[config.mk]
export PLATFORM = sky130hd
export DESIGN_NAME = vc_buffer_bank
export DESIGN_NICKNAME = d
export VERILOG_FILES = /design/src/rtl/vc_buffer_bank_pkg.sv /design/src/rtl/vc_fifo_ctrl.sv /design/src/rtl/vc_buffer_bank.sv
export SDC_FILE = /design/constraint.sdc
export NUM_CORES = 1
export LEC_CHECK = 0
export CAP_MARGIN = 40
export CORE_MARGIN = 2
export CORE_UTILIZATION = 50
export DETAILED_ROUTE_END_ITERATION = 10
export PLACE_DENSITY_LB_ADDON = 0.12
export SYNTH_ARGS = -nofsm -noshare
export SYNTH_HDL_FRONTEND = slang
export SYNTH_SLANG_ARGS = --single-unit
[constraint.sdc]
create_clock -name clk -period 2.1 [get_ports clk]
set_input_delay 0.42 -clock clk [delete_from_list [all_inputs] [get_ports clk]]
set_output_delay 0.42 -clock clk [all_outputs]
set_load 0.01 [all_outputs]
[src/rtl/vc_buffer_bank_pkg.sv]
// Shared NoC parameters and types for the VC buffer bank.
// Provides flit_t, VC_NUM, VC_DEPTH and the VC selector type vc_sel_t.
package noc_params;

    localparam int FLIT_W   = 16;
    localparam int VC_NUM   = 2;
    localparam int VC_DEPTH = 4;

    typedef logic [FLIT_W-1:0] flit_t;

    localparam int VC_SEL_W = (VC_NUM > 1) ? $clog2(VC_NUM) : 1;

    typedef logic [VC_SEL_W-1:0] vc_sel_t;

endpackage

[src/rtl/vc_fifo_ctrl.sv]
// Per-VC FIFO control: pointers, occupancy, full/empty and accept logic.
// Ports: clk, rst_n (sync, active-low), wr_req_i/rd_req_i requests,
//   wr_ok_o/rd_ok_o accepts, wr_ptr_o/rd_ptr_o, count_o, full_o, empty_o.
// Macro VC_BUFFER_CHECK_EN gates writes into a full VC.
module vc_fifo_ctrl #(
    parameter int  DEPTH = 4,
    localparam int PW    = (DEPTH > 1) ? $clog2(DEPTH) : 1,
    localparam int CW    = $clog2(DEPTH + 1)
) (
    input  logic          clk,
    input  logic          rst_n,
    input  logic          wr_req_i,
    input  logic          rd_req_i,
    output logic          wr_ok_o,
    output logic          rd_ok_o,
    output logic [PW-1:0] wr_ptr_o,
    output logic [PW-1:0] rd_ptr_o,
    output logic [CW-1:0] count_o,
    output logic          full_o,
    output logic          empty_o
);

    logic [PW-1:0] wr_ptr_q, wr_ptr_d;
    logic [PW-1:0] rd_ptr_q, rd_ptr_d;
    logic [CW-1:0] count_q, count_d;

    function automatic logic [PW-1:0] ptr_inc(input logic [PW-1:0] p);
        return (p == PW'(DEPTH - 1)) ? '0 : p + 1'b1;
    endfunction

    always_comb begin
        empty_o = (count_q == '0);
        full_o  = (count_q == CW'(DEPTH));
        // Reads never bypass a same-edge write: an empty VC stays unreadable.
        rd_ok_o = rd_req_i && !empty_o;
`ifdef VC_BUFFER_CHECK_EN
        // A full VC may still take a write if a read frees a slot this edge.
        wr_ok_o = wr_req_i && (!full_o || rd_ok_o);
`else
        wr_ok_o = wr_req_i;
`endif
    end

    always_comb begin
        wr_ptr_d = wr_ptr_q;
        rd_ptr_d = rd_ptr_q;
        count_d  = count_q;
        if (wr_ok_o) begin
            wr_ptr_d = ptr_inc(wr_ptr_q);
        end
        if (rd_ok_o) begin
            rd_ptr_d = ptr_inc(rd_ptr_q);
        end
        case ({wr_ok_o, rd_ok_o})
            2'b10:   count_d = count_q + 1'b1;
            2'b01:   count_d = count_q - 1'b1;
            default: count_d = count_q;
        endcase
    end

    always_ff @(posedge clk) begin
        if (!rst_n) begin
            wr_ptr_q <= '0;
            rd_ptr_q <= '0;
            count_q  <= '0;
        end else begin
            wr_ptr_q <= wr_ptr_d;
            rd_ptr_q <= rd_ptr_d;
            count_q  <= count_d;
        end
    end

    assign wr_ptr_o = wr_ptr_q;
    assign rd_ptr_o = rd_ptr_q;
    assign count_o  = count_q;

endmodule

[src/rtl/vc_buffer_bank.sv]
// Bank of NUM_VC independent flit FIFOs sharing one write and one read port.
// Ports: clk, rst_n (sync, active-low); data_i/write_i/write_vc_i write side;
//   read_i/read_vc_i read side; data_o/valid_o registered read data;
//   peek_o head flits; is_full_o/is_empty_o/count_o status; credit_o pulses;
//   err_overflow_o/err_underflow_o sticky flags (macro VC_BUFFER_CHECK_EN).
module vc_buffer_bank
    import noc_params::*;
#(
    parameter int  NUM_VC = VC_NUM,
    parameter int  DEPTH  = VC_DEPTH,
    localparam int VCW    = (NUM_VC > 1) ? $clog2(NUM_VC) : 1,
    localparam int CW     = $clog2(DEPTH + 1),
    localparam int PW     = (DEPTH > 1) ? $clog2(DEPTH) : 1
) (
    input  logic                       clk,
    input  logic                       rst_n,
    input  flit_t                      data_i,
    input  logic                       write_i,
    input  logic [VCW-1:0]             write_vc_i,
    input  logic                       read_i,
    input  logic [VCW-1:0]             read_vc_i,
    output flit_t                      data_o,
    output logic                       valid_o,
    output flit_t [NUM_VC-1:0]         peek_o,
    output logic [NUM_VC-1:0]          is_full_o,
    output logic [NUM_VC-1:0]          is_empty_o,
    output logic [NUM_VC-1:0][CW-1:0]  count_o,
    output logic [NUM_VC-1:0]          credit_o,
    output logic                       err_overflow_o,
    output logic                       err_underflow_o
);

    logic [NUM_VC-1:0]         wr_req;
    logic [NUM_VC-1:0]         rd_req;
    logic [NUM_VC-1:0]         wr_ok;
    logic [NUM_VC-1:0]         rd_ok;
    logic [NUM_VC-1:0][PW-1:0] wr_ptr;
    logic [NUM_VC-1:0][PW-1:0] rd_ptr;

    flit_t                     mem_q [NUM_VC][DEPTH];

    flit_t                     data_q, data_d;
    logic                      valid_q, valid_d;
    logic [NUM_VC-1:0]         credit_q, credit_d;

    // Out-of-range indices match no VC, so they address nothing.
    always_comb begin
        wr_req = '0;
        rd_req = '0;
        for (int v = 0; v < NUM_VC; v++) begin
            wr_req[v] = write_i && (32'(write_vc_i) == v);
            rd_req[v] = read_i && (32'(read_vc_i) == v);
        end
    end

    for (genvar g = 0; g < NUM_VC; g++) begin : g_vc
        vc_fifo_ctrl #(
            .DEPTH (DEPTH)
        ) u_ctrl (
            .clk      (clk),
            .rst_n    (rst_n),
            .wr_req_i (wr_req[g]),
            .rd_req_i (rd_req[g]),
            .wr_ok_o  (wr_ok[g]),
            .rd_ok_o  (rd_ok[g]),
            .wr_ptr_o (wr_ptr[g]),
            .rd_ptr_o (rd_ptr[g]),
            .count_o  (count_o[g]),
            .full_o   (is_full_o[g]),
            .empty_o  (is_empty_o[g])
        );
    end

    // Storage is not reset; writes during reset are ignored.
    always_ff @(posedge clk) begin
        for (int v = 0; v < NUM_VC; v++) begin
            if (rst_n && wr_ok[v]) begin
                mem_q[v][wr_ptr[v]] <= data_i;
            end
        end
    end

    always_comb begin
        for (int v = 0; v < NUM_VC; v++) begin
            peek_o[v] = mem_q[v][rd_ptr[v]];
        end
    end

    // At most one VC reads per edge, so the loop selects a single head.
    always_comb begin
        data_d   = data_q;
        valid_d  = 1'b0;
        credit_d = '0;
        for (int v = 0; v < NUM_VC; v++) begin
            if (rd_ok[v]) begin
                data_d      = peek_o[v];
                valid_d     = 1'b1;
                credit_d[v] = 1'b1;
            end
        end
    end

    always_ff @(posedge clk) begin
        if (!rst_n) begin
            data_q   <= '0;
            valid_q  <= 1'b0;
            credit_q <= '0;
        end else begin
            data_q   <= data_d;
            valid_q  <= valid_d;
            credit_q <= credit_d;
        end
    end

    assign data_o   = data_q;
    assign valid_o  = valid_q;
    assign credit_o = credit_q;

`ifdef VC_BUFFER_CHECK_EN
    logic ovf_q, ovf_d;
    logic udf_q, udf_d;

    always_comb begin
        ovf_d = ovf_q;
        udf_d = udf_q;
        for (int v = 0; v < NUM_VC; v++) begin
            if (wr_req[v] && !wr_ok[v]) begin
                ovf_d = 1'b1;
            end
            if (rd_req[v] && !rd_ok[v]) begin
                udf_d = 1'b1;
            end
        end
        if (write_i && (32'(write_vc_i) >= NUM_VC)) begin
            ovf_d = 1'b1;
        end
        if (read_i && (32'(read_vc_i) >= NUM_VC)) begin
            udf_d = 1'b1;
        end
    end

    always_ff @(posedge clk) begin
        if (!rst_n) begin
            ovf_q <= 1'b0;
            udf_q <= 1'b0;
        end else begin
            ovf_q <= ovf_d;
            udf_q <= udf_d;
        end
    end

    assign err_overflow_o  = ovf_q;
    assign err_underflow_o = udf_q;
`else
    assign err_overflow_o  = 1'b0;
    assign err_underflow_o = 1'b0;
`endif

endmodule

==> run metrics, run 1 <==
status finished with violations; failing checks setup timing; combinational share of power 0.122; CP Launch Point g_vc[0].u_ctrl.rd_ptr_o[0]; leading cell type in the layout, fill and taps excluded edfxtp_1; layout cell share with drive strength beyond 1 0.337; CTS H-Tree Depth 4; pwr dens 856 mW/mm^2; Initial Util 0.517; worst-skew pair later-pin latency 420 ps; simple-gate share of the synthesized area 0.0441; CTS buffer count 17; via count 3829; DRT Wirelength 14.9 mm; Post-CTS Hold Buffers 0; WHS 481 ps; WL per Instance 21.5 microns; DRC errors left 0; hold worst-path end data_o[15]; # setup viols final 16; initial antenna violation count 0; CP Capture Type output port; design area 0.00859 sq mm; Iter 0 DRT Violations 286; Post-synth ARST share 0; post-synthesis sequential area ratio 0.682; critical path required time 1680 ps; Antenna Cells 0; Reg2Reg Launch Point g_vc[0].u_ctrl.count_o[2]; Cell Area, Placed 0.00784 sq mm; row cnt 41; Max Freq 464 MHz; Design Power 7.35 mW; final max-slew violation count 0; VDD IR max 666 uV; Synth Area in XOR/XNOR 0.00531; final hold violation count 0; Leakage 3.02 nW; WHS Path Cells 2; dpl ws -469 ps; FF-to-FF End g_vc[0].u_ctrl.count_o[2]; post-synthesis compound-gate area fraction 0.0546; crit-path max FO 6; Synth Instances 367; first-pass GRT wire length 23.1 mm; Final Util 0.672; Worst R2R Setup Slack 70 ps; CP startpoint kind flop; adder-cell share of the synthesized area 0.0288; DR pass1 iterations 4; commonest cells after routing, fill and taps aside edfxtp_1 (128), buf_4 (50), clkdlybuf4s50_1 (47); DIE WIDTH 119 microns; Reg clk slew, reported paths 60 ps; Worst R2R Path Depth 9; syn_area_per_cell 18.0 sq um; Clock Tree Buf Depth 2; placeable core region 0.0128 sq mm; Top-Level Pins 85; Syn Std Cell Area 0.00660 sq mm; Final ANT Viol Nets 0; Final min period 2160 ps; root buffer cell clkbuf_16; die height 119 microns; Seq pwr share 0.486; Clock power frac 0.391; CTS tree done; ys flop type edfxtp_1; mux contribution to synthesized area 0.130; Max Cap Viol 0; Die ar. 0.0141 sq mm; hold wc startpoint data_o[15]; worst hold-check path type reg -> reg; fin crit share 1.03; vias in the first global route 3904; Worst Skew 5.43 ps; GRT Residual Overflow 0; gpl congestion 0.742; Warnings, synthesis 0; Arr. time, crit path 1740 ps; RSZ-0062 raised after global routing true; Net Sw Frac 0.223; largest family of logic cells by synthesized area multiplexers; Post-synth EDFFs 128; P_sw 1.64 mW; Distinct cells, synth 37; Detail Placement HPWL 8.96 mm; Buffers on Ports 82; Final nets 546; Clock Sinks 161; Int Power 5.71 mW; Fillers 896; worst setup path class reg -> out; Tot GR Track Use 0.225; final worst slack -57.3 ps; Via density 5.51; area grow syn2layout 30.0%; #FFs+latches synth 161; largest net degree at the start of global routing 19
-- registers in the layout, summed over array words and instances (netlist names) --
| register | count |
|---|---|
| mem_q | 128 |
| valid_o | 1 |
| g_vc.u_ctrl.count_o | 6 |
| data_o | 16 |
| credit_o | 2 |
| g_vc.u_ctrl.wr_ptr_o | 4 |
| g_vc.u_ctrl.rd_ptr_o | 4 |
-- layout make-up --
class / count / area, sq um / share of cell area
clock inverters: 10 / 83.8 / 0.00976
well taps: 172 / 215 / 0.0251
clock buffers: 22 / 474 / 0.0552
multi-input cells: 154 / 1680 / 0.196
repair buffers: 152 / 1520 / 0.177
inverters: 24 / 95.1 / 0.0111
flip-flops and latches: 161 / 4510 / 0.526
-- repair_timing --
| item | in CTS | in global routing |
|---|---|---|
| gates resized for setup | 186 | 9 |
| setup buffers | 22 | 4 |
| endpoints found under the setup margin | 34 | 24 |
| pin swaps | 3 | 4 |
| endpoints found under the hold margin | 0 | 0 |
| gates cloned | 1 | 0 |
-- worst max path at each step --
stage	end	slack, ps	depth (start not counted)
2_1_floorplan	g_vc[1].u_ctrl.count_o[2]	5	8
3_3_place_gp	g_vc[0].u_ctrl.count_o[2]	-430	9
3_5_place_dp	g_vc[0].u_ctrl.count_o[2]	-470	9
4_1_cts	peek_o[7]	-100	4
5_1_grt	peek_o[17]	-100	4
6_report	peek_o[12]	-60	4
-- cell families after synthesis --
kind of cell,count (synthesis)
AND/OR/NAND/NOR,58
XOR/XNOR,4
adder cells (fa/ha/maj),14
buffers and inverters,53
other,1
flip-flops,161
multiplexers,37
AO/OA/AOI/OAI,39
-- layer usage --
metal  share of wire  wire, microns  global-route usage
met5               0              0                   0
met4          0.0087            130              0.0766
met3           0.063            946              0.0489
met2            0.49           7350               0.353
met1            0.43           6480               0.314
-- worst max-delay path: stages (launching register included) --
cell and delay [ps]:
dfxtp_4 390, buf_12 140, buf_6 100, mux4_2 540, buf_6 150
-- power by group through the flow --
stage               Sequential, mW  Combinational, mW  Clock (mW)
finish                        3.57              0.900        2.87
global route                  3.58              0.966        3.06
CTS                           3.57              0.903        2.92
detailed placement            3.64              0.807           0
global placement              3.63              0.796           0
floorplan                     3.65              0.413           0
-- cells in the mapped netlist (all sizes together) (7+ instances only) --
cell type	instances	area (sq um)
a221o	10	100
edfxtp	128	3840
dfxtp	33	661
mux4	32	811
inv	24	95.1
nand3	12	60.1
buf	18	181
nand2	8	30.0
and3	10	62.6
clkbuf	11	81.3
a21oi	7	35.0
a2111oi	10	125
ha	12	150
nor2	15	56.3
-- stage by stage --
stage	std cells	TNS [ps]
after CTS	692	-1210
after detailed placement	637	-1730
after floorplan	368	0
final	695	-495
after global routing	695	-1280
after global placement	637	-1380
No activity file was read; power rests on OpenSTA's default activity.
==> inputs of run 2 (changes only) <==
GPL_ROUTABILITY_DRIVEN = 0   (was not set)
==> results of run 2 <==
No change in the layout: final DEF, timing and power equal those of run 1.
==> inputs of run 3 (changes only) <==
CORE_ASPECT_RATIO = 0.9   (was not set)
CORE_MARGIN = not set   (was 2)
==> run 3 against run 2 <==
The run still ends with setup timing left. Sequential power is essentially flat. Design area is essentially flat. Core utilization is 0.11 points lower. Hold slack is essentially flat. Non-clock buffer count is the same. Clock skew rose by 8.1 ps. Cell count decreased by 1.2%. Maximum frequency increased by 0.48%. Register-to-register slack better by 100 ps.
==> run metrics, run 3 (synthesized netlist as in run 1, its figures left out) <==
status finished with violations; failing checks setup timing; Clock Tree Buf Depth 2; DRT Wirelength 14.4 mm; Max Cap Viol 0; Arr. time, crit path 1730 ps; CP most frequent cell buf_12; Initial Util 0.517; via count 3764; root buffer cell clkbuf_16; Buffers on Ports 82; DIE WIDTH 123 microns; RSZ-0062 raised after global routing true; largest net degree at the start of global routing 21; critical path required time 1680 ps; CP Capture Type output port; CP cell instances buf_12 -> buf_12 -> mux4_2 -> buf_6; fin crit share 1.02; Final nets 546; DR pass1 iterations 4; Final ANT Viol Nets 0; Max Freq 466 MHz; CP startpoint kind flop; worst setup path class reg -> out; area grow syn2layout 29.9%; Detail Placement HPWL 8.91 mm; row cnt 39; Tot GR Track Use 0.231; crit-path max FO 4; die height 111 microns; leading cell type in the layout, fill and taps excluded edfxtp_1; # setup viols final 9; Die ar. 0.0137 sq mm; Via density 5.48; commonest cells after routing, fill and taps aside edfxtp_1 (128), buf_4 (52), clkdlybuf4s50_1 (49); final hold violation count 0; initial antenna violation count 0; Reg clk slew, reported paths 60 ps; CTS buffer count 17; final max-slew violation count 0; CTS H-Tree Depth 4; Clock Sinks 161; CTS tree done; final worst slack -47.0 ps; Placed Cells 630; worst-skew pair later-pin latency 430 ps; GRT Residual Overflow 0; Largest register FFs 128; layout cell share with drive strength beyond 1 0.338; WL per Instance 20.9 microns; DRC errors left 0; Critical-path top delay cell mux4_2; VDD IR max 545 uV; Top-Level Pins 85; final setup TNS -181 ps; Final min period 2150 ps; first-pass GRT wire length 22.2 mm; vias in the first global route 3860; Leakage 3.00 nW; Crit path largest cell delay 550 ps; Post-CTS Hold Buffers 0; Antenna Cells 0; Iter 0 DRT Violations 362; worst hold-check path type reg -> reg; Worst Skew 13.5 ps; pwr dens 864 mW/mm^2; final non-filler cell total 687; placeable core region 0.0128 sq mm
## run 3: routing by layer
layer | share of wire | up-vias | GRT usage
li1 | - | 1719 | -
met1 | 0.44 | 1891 | 0.318
met2 | 0.48 | 138 | 0.353
met3 | 0.069 | 16 | 0.0540
met4 | 0.015 | 0 | 0.0988
met5 | 0 | - | 0
## run 3: worst paths after layout
check | from | end | slack, ps | cells past startpoint
max | g_vc[0].u_ctrl.rd_ptr_o[0] | peek_o[6] | -50 | 4
min | data_o[15] | data_o[15] | 480 | 2
max reg2reg | g_vc[0].u_ctrl.rd_ptr_o[0] | data_o[1] | 170 | 7
min reg2reg | data_o[15] | data_o[15] | 480 | 2
## run 3: metrics by stage
step	setup slack (ps)	total power, mW	cell area, sq um	util	hold slack [ps]
finish	-47.0	7.41	8580	0.671	482
detailed placement	-466	4.44	7830	0.613	479
global route	-91.5	7.65	8580	0.671	508
global placement	-425	4.42	7830	0.613	473
CTS	-66.3	7.43	8470	0.663	486
floorplan	4.62	4.06	6610	-	469
## run 3: cell type report
class | instances | area [sq um]
clock buffer | 17 | 425
clock inverter | 15 | 143
fill | 889 | 4210
inverter | 24 | 95.1
multi-input combinational | 154 | 1670
sequential | 161 | 4510
tap | 164 | 205
timing repair buffer | 152 | 1530
## run 3: power by group
part	internal, mW	switching [mW]	leakage (nW)	total, mW
logic	0.469	0.420	1.30	0.889
registers	3.52	0.0519	1.43	3.57
clock network	1.74	1.21	0.278	2.95
## run 3: critical path, delay by kind of cell (launching register included)
| kind | cells | cell delay, ps |
|---|---|---|
| buffers and inverters | 3 | 390 |
| muxes | 1 | 550 |
| DFF | 1 | 360 |
## run 3: what timing repair did
| action | CTS | global route |
|---|---|---|
| setup endpoints to repair | 34 | 29 |
| buffers inserted | 18 | 8 |
| resized for setup | 182 | 18 |
| pin swaps | 0 | 1 |
==> patch: new RTL, config.mk and constraints of run 3 <==
The option `VC_BUFFER_CHECK_EN` is turned on by a define.
--- a/src/rtl/vc_fifo_ctrl.sv
+++ b/src/rtl/vc_fifo_ctrl.sv
@@ -4,2 +4,4 @@
 // Macro VC_BUFFER_CHECK_EN gates writes into a full VC.
+`define VC_BUFFER_CHECK_EN
+
 module vc_fifo_ctrl #(
Check against the original RTL: not equivalent (a bounded check fails within 4 cycles, from zero or initial values and one cycle with rst_n low).
==> patch against run 3 <==
  * The flow still finishes with violations (setup timing)
  * Cell area is 1.3% higher
  * Routed wire length shrank 4.2%
  * Worst setup slack worse by 0.034 ns
  * Area after synthesis fell by 3.1%
  * Die area is 3.1% lower
  * Critical endpoint is now peek_o[26]
  * Critical path depth is 1 higher
  * Power rose by 3.1%
  * Sequential share of layout area fell by 0.084 points
  * Register-to-register slack got worse by 0.20 ns
  * Global-route usage down 0.60 points
  * Sequential cell count rose by 2
==> patch: results (changes against run 3) <==
Setup path
The critical path startpoint is g_vc[1].u_ctrl.rd_ptr_o[0] (was g_vc[0].u_ctrl.rd_ptr_o[0]). The launching point of the worst reg2reg path is g_vc[0].u_ctrl.count_o[2] (was g_vc[0].u_ctrl.rd_ptr_o[0]). The largest fanout on the critical path is 5 (was 4). The maximum cell stage delay along the critical path was 0.51 ns (was 0.55 ns).

Placement
The placed instance area is 0.00781 sq mm (was 0.00783 sq mm). The count of input and output buffers came to 84 (was 82). The setup slack at placement was -0.474 ns (was -0.466 ns).

The half-perimeter wire length after detailed placement is 8280 um (was 8910 um).

Routing
The number of DRC markers after the initial detailed-route iteration is 270 (was 362). The first-pass iteration count of the detailed router is 6 (was 4). The final wirelength is 13,800 um (was 14,400 um). The met3 wire length was 793 um (was 991 um). The length of routed met2 wiring was 7030 um (was 6890 um).

Power
The internal power component was 5.97 mW (was 5.73 mW). The maximum VDD drop came to 0.732 mV (was 0.545 mV). The leakage power is 3.04 nW (was 3.00 nW).

Global route
The global routing usage on met2 was 0.372 (was 0.353). The met1 capacity usage during global routing came to 0.290 (was 0.318). The total track usage came to 0.225 (was 0.231). The number of global-route vias before repair is 3,681 (was 3,860).

Cells and area
The fraction of layout instances using a drive strength above 1 was 0.352 (was 0.338). The final net count is 552 (was 546). The fill cell total of the finished layout is 824 (was 889).

Yosys
The fraction of the mapped netlist area in adder cells is 0.0297 (was 0.0288). The register area share after synthesis is 0.710 (was 0.682). The xor/xnor cell area share of the yosys netlist is 0.00548 (was 0.00531). The share of the synthesized area in compound gates (AO/OA/AOI/OAI) is 0.0489 (was 0.0546).

Cell types with the highest counts after synthesis: edfxtp_1, dfxtp_1, mux4_2, a21oi_1, nand2_1 (was edfxtp_1, dfxtp_1, mux4_1, inv_1, nor2_1). The post-synthesis mux area share is 0.125 (was 0.130). Top area cells in the synthesized netlist: edfxtp_1, dfxtp_1, mux4_2 (was edfxtp_1, dfxtp_1, mux4_1).

Clock network
The number of buffers added for setup after CTS is 14 (was 18). The number of gates resized after cts came to 165 (was 182).

STA
The final setup violation count came to 14 (was 9). The final critical-path setup slack is -0.0805 ns (was -0.0470 ns). The sum of negative setup slack is -0.412 ns (was -0.181 ns).

Status
Status: finished with violations (unchanged). Failing checks: setup timing (unchanged).
patch: cell count changes after synthesis, sizes merged, moves of 10 or more:
| cell | delta |
|---|---|
| nand3 | -10 |
| a21oi | +16 |
| and3 | -10 |
| a2111oi | -10 |
| a22oi | +16 |
| a221o | -10 |
| nand2 | +11 |
patch: power by group through the flow:
| stage | Clock [mW] | Sequential, mW | Combinational, mW |
|---|---|---|---|
| 2_1_floorplan | 0 | 3.70 | 0.398 |
| 4_1_cts | 3.15 | 3.60 | 0.922 |
| 6_report | 3.10 | 3.60 | 0.941 |
| 3_5_place_dp | 0 | 3.67 | 0.849 |
| 5_1_grt | 3.26 | 3.61 | 1.02 |
| 3_3_place_gp | 0 | 3.66 | 0.835 |
patch: cell families after synthesis:
kind of cell / after synthesis
muxes: 38
DFF: 163
buffers and inverters: 36
and+or+nand+nor: 63
AOI/OAI and AO/OA: 49
adders and majority gates: 14
xor gates and xnor gates: 4
patch: worst max-delay path, delay by kind of cell, from the launching register on:
kind	cells	cell delay (ns)
buffers and inverters	4	0.46
DFF	1	0.37
muxes	1	0.51
patch: layout make-up:
cell class,instances,area [sq um],share of cell area
Timing Repair Buffer,150,1590,0.183
Multi-Input combinational cell,168,1680,0.193
Clock inverter,14,160,0.0184
Sequential cell,163,4560,0.525
Clock buffer,18,439,0.0505
Inverter,16,60.1,0.00691
Tap cell,160,200,0.0230
patch: path summary, 6_finish.rpt:
path	to	slack, ns	cells past startpoint
max	peek_o[26]	-0.08	5
min	data_o[5]	0.45	2
max reg2reg	g_vc[0].u_ctrl.count_o[2]	-0.03	10
min reg2reg	data_o[5]	0.45	2
patch: per-stage QoR:
stage	instances	hold slack (ns)
after global placement	636	0.437
after detailed placement	636	0.446
after global routing	689	0.488
after CTS	684	0.455
after floorplan	367	0.470
final	689	0.451
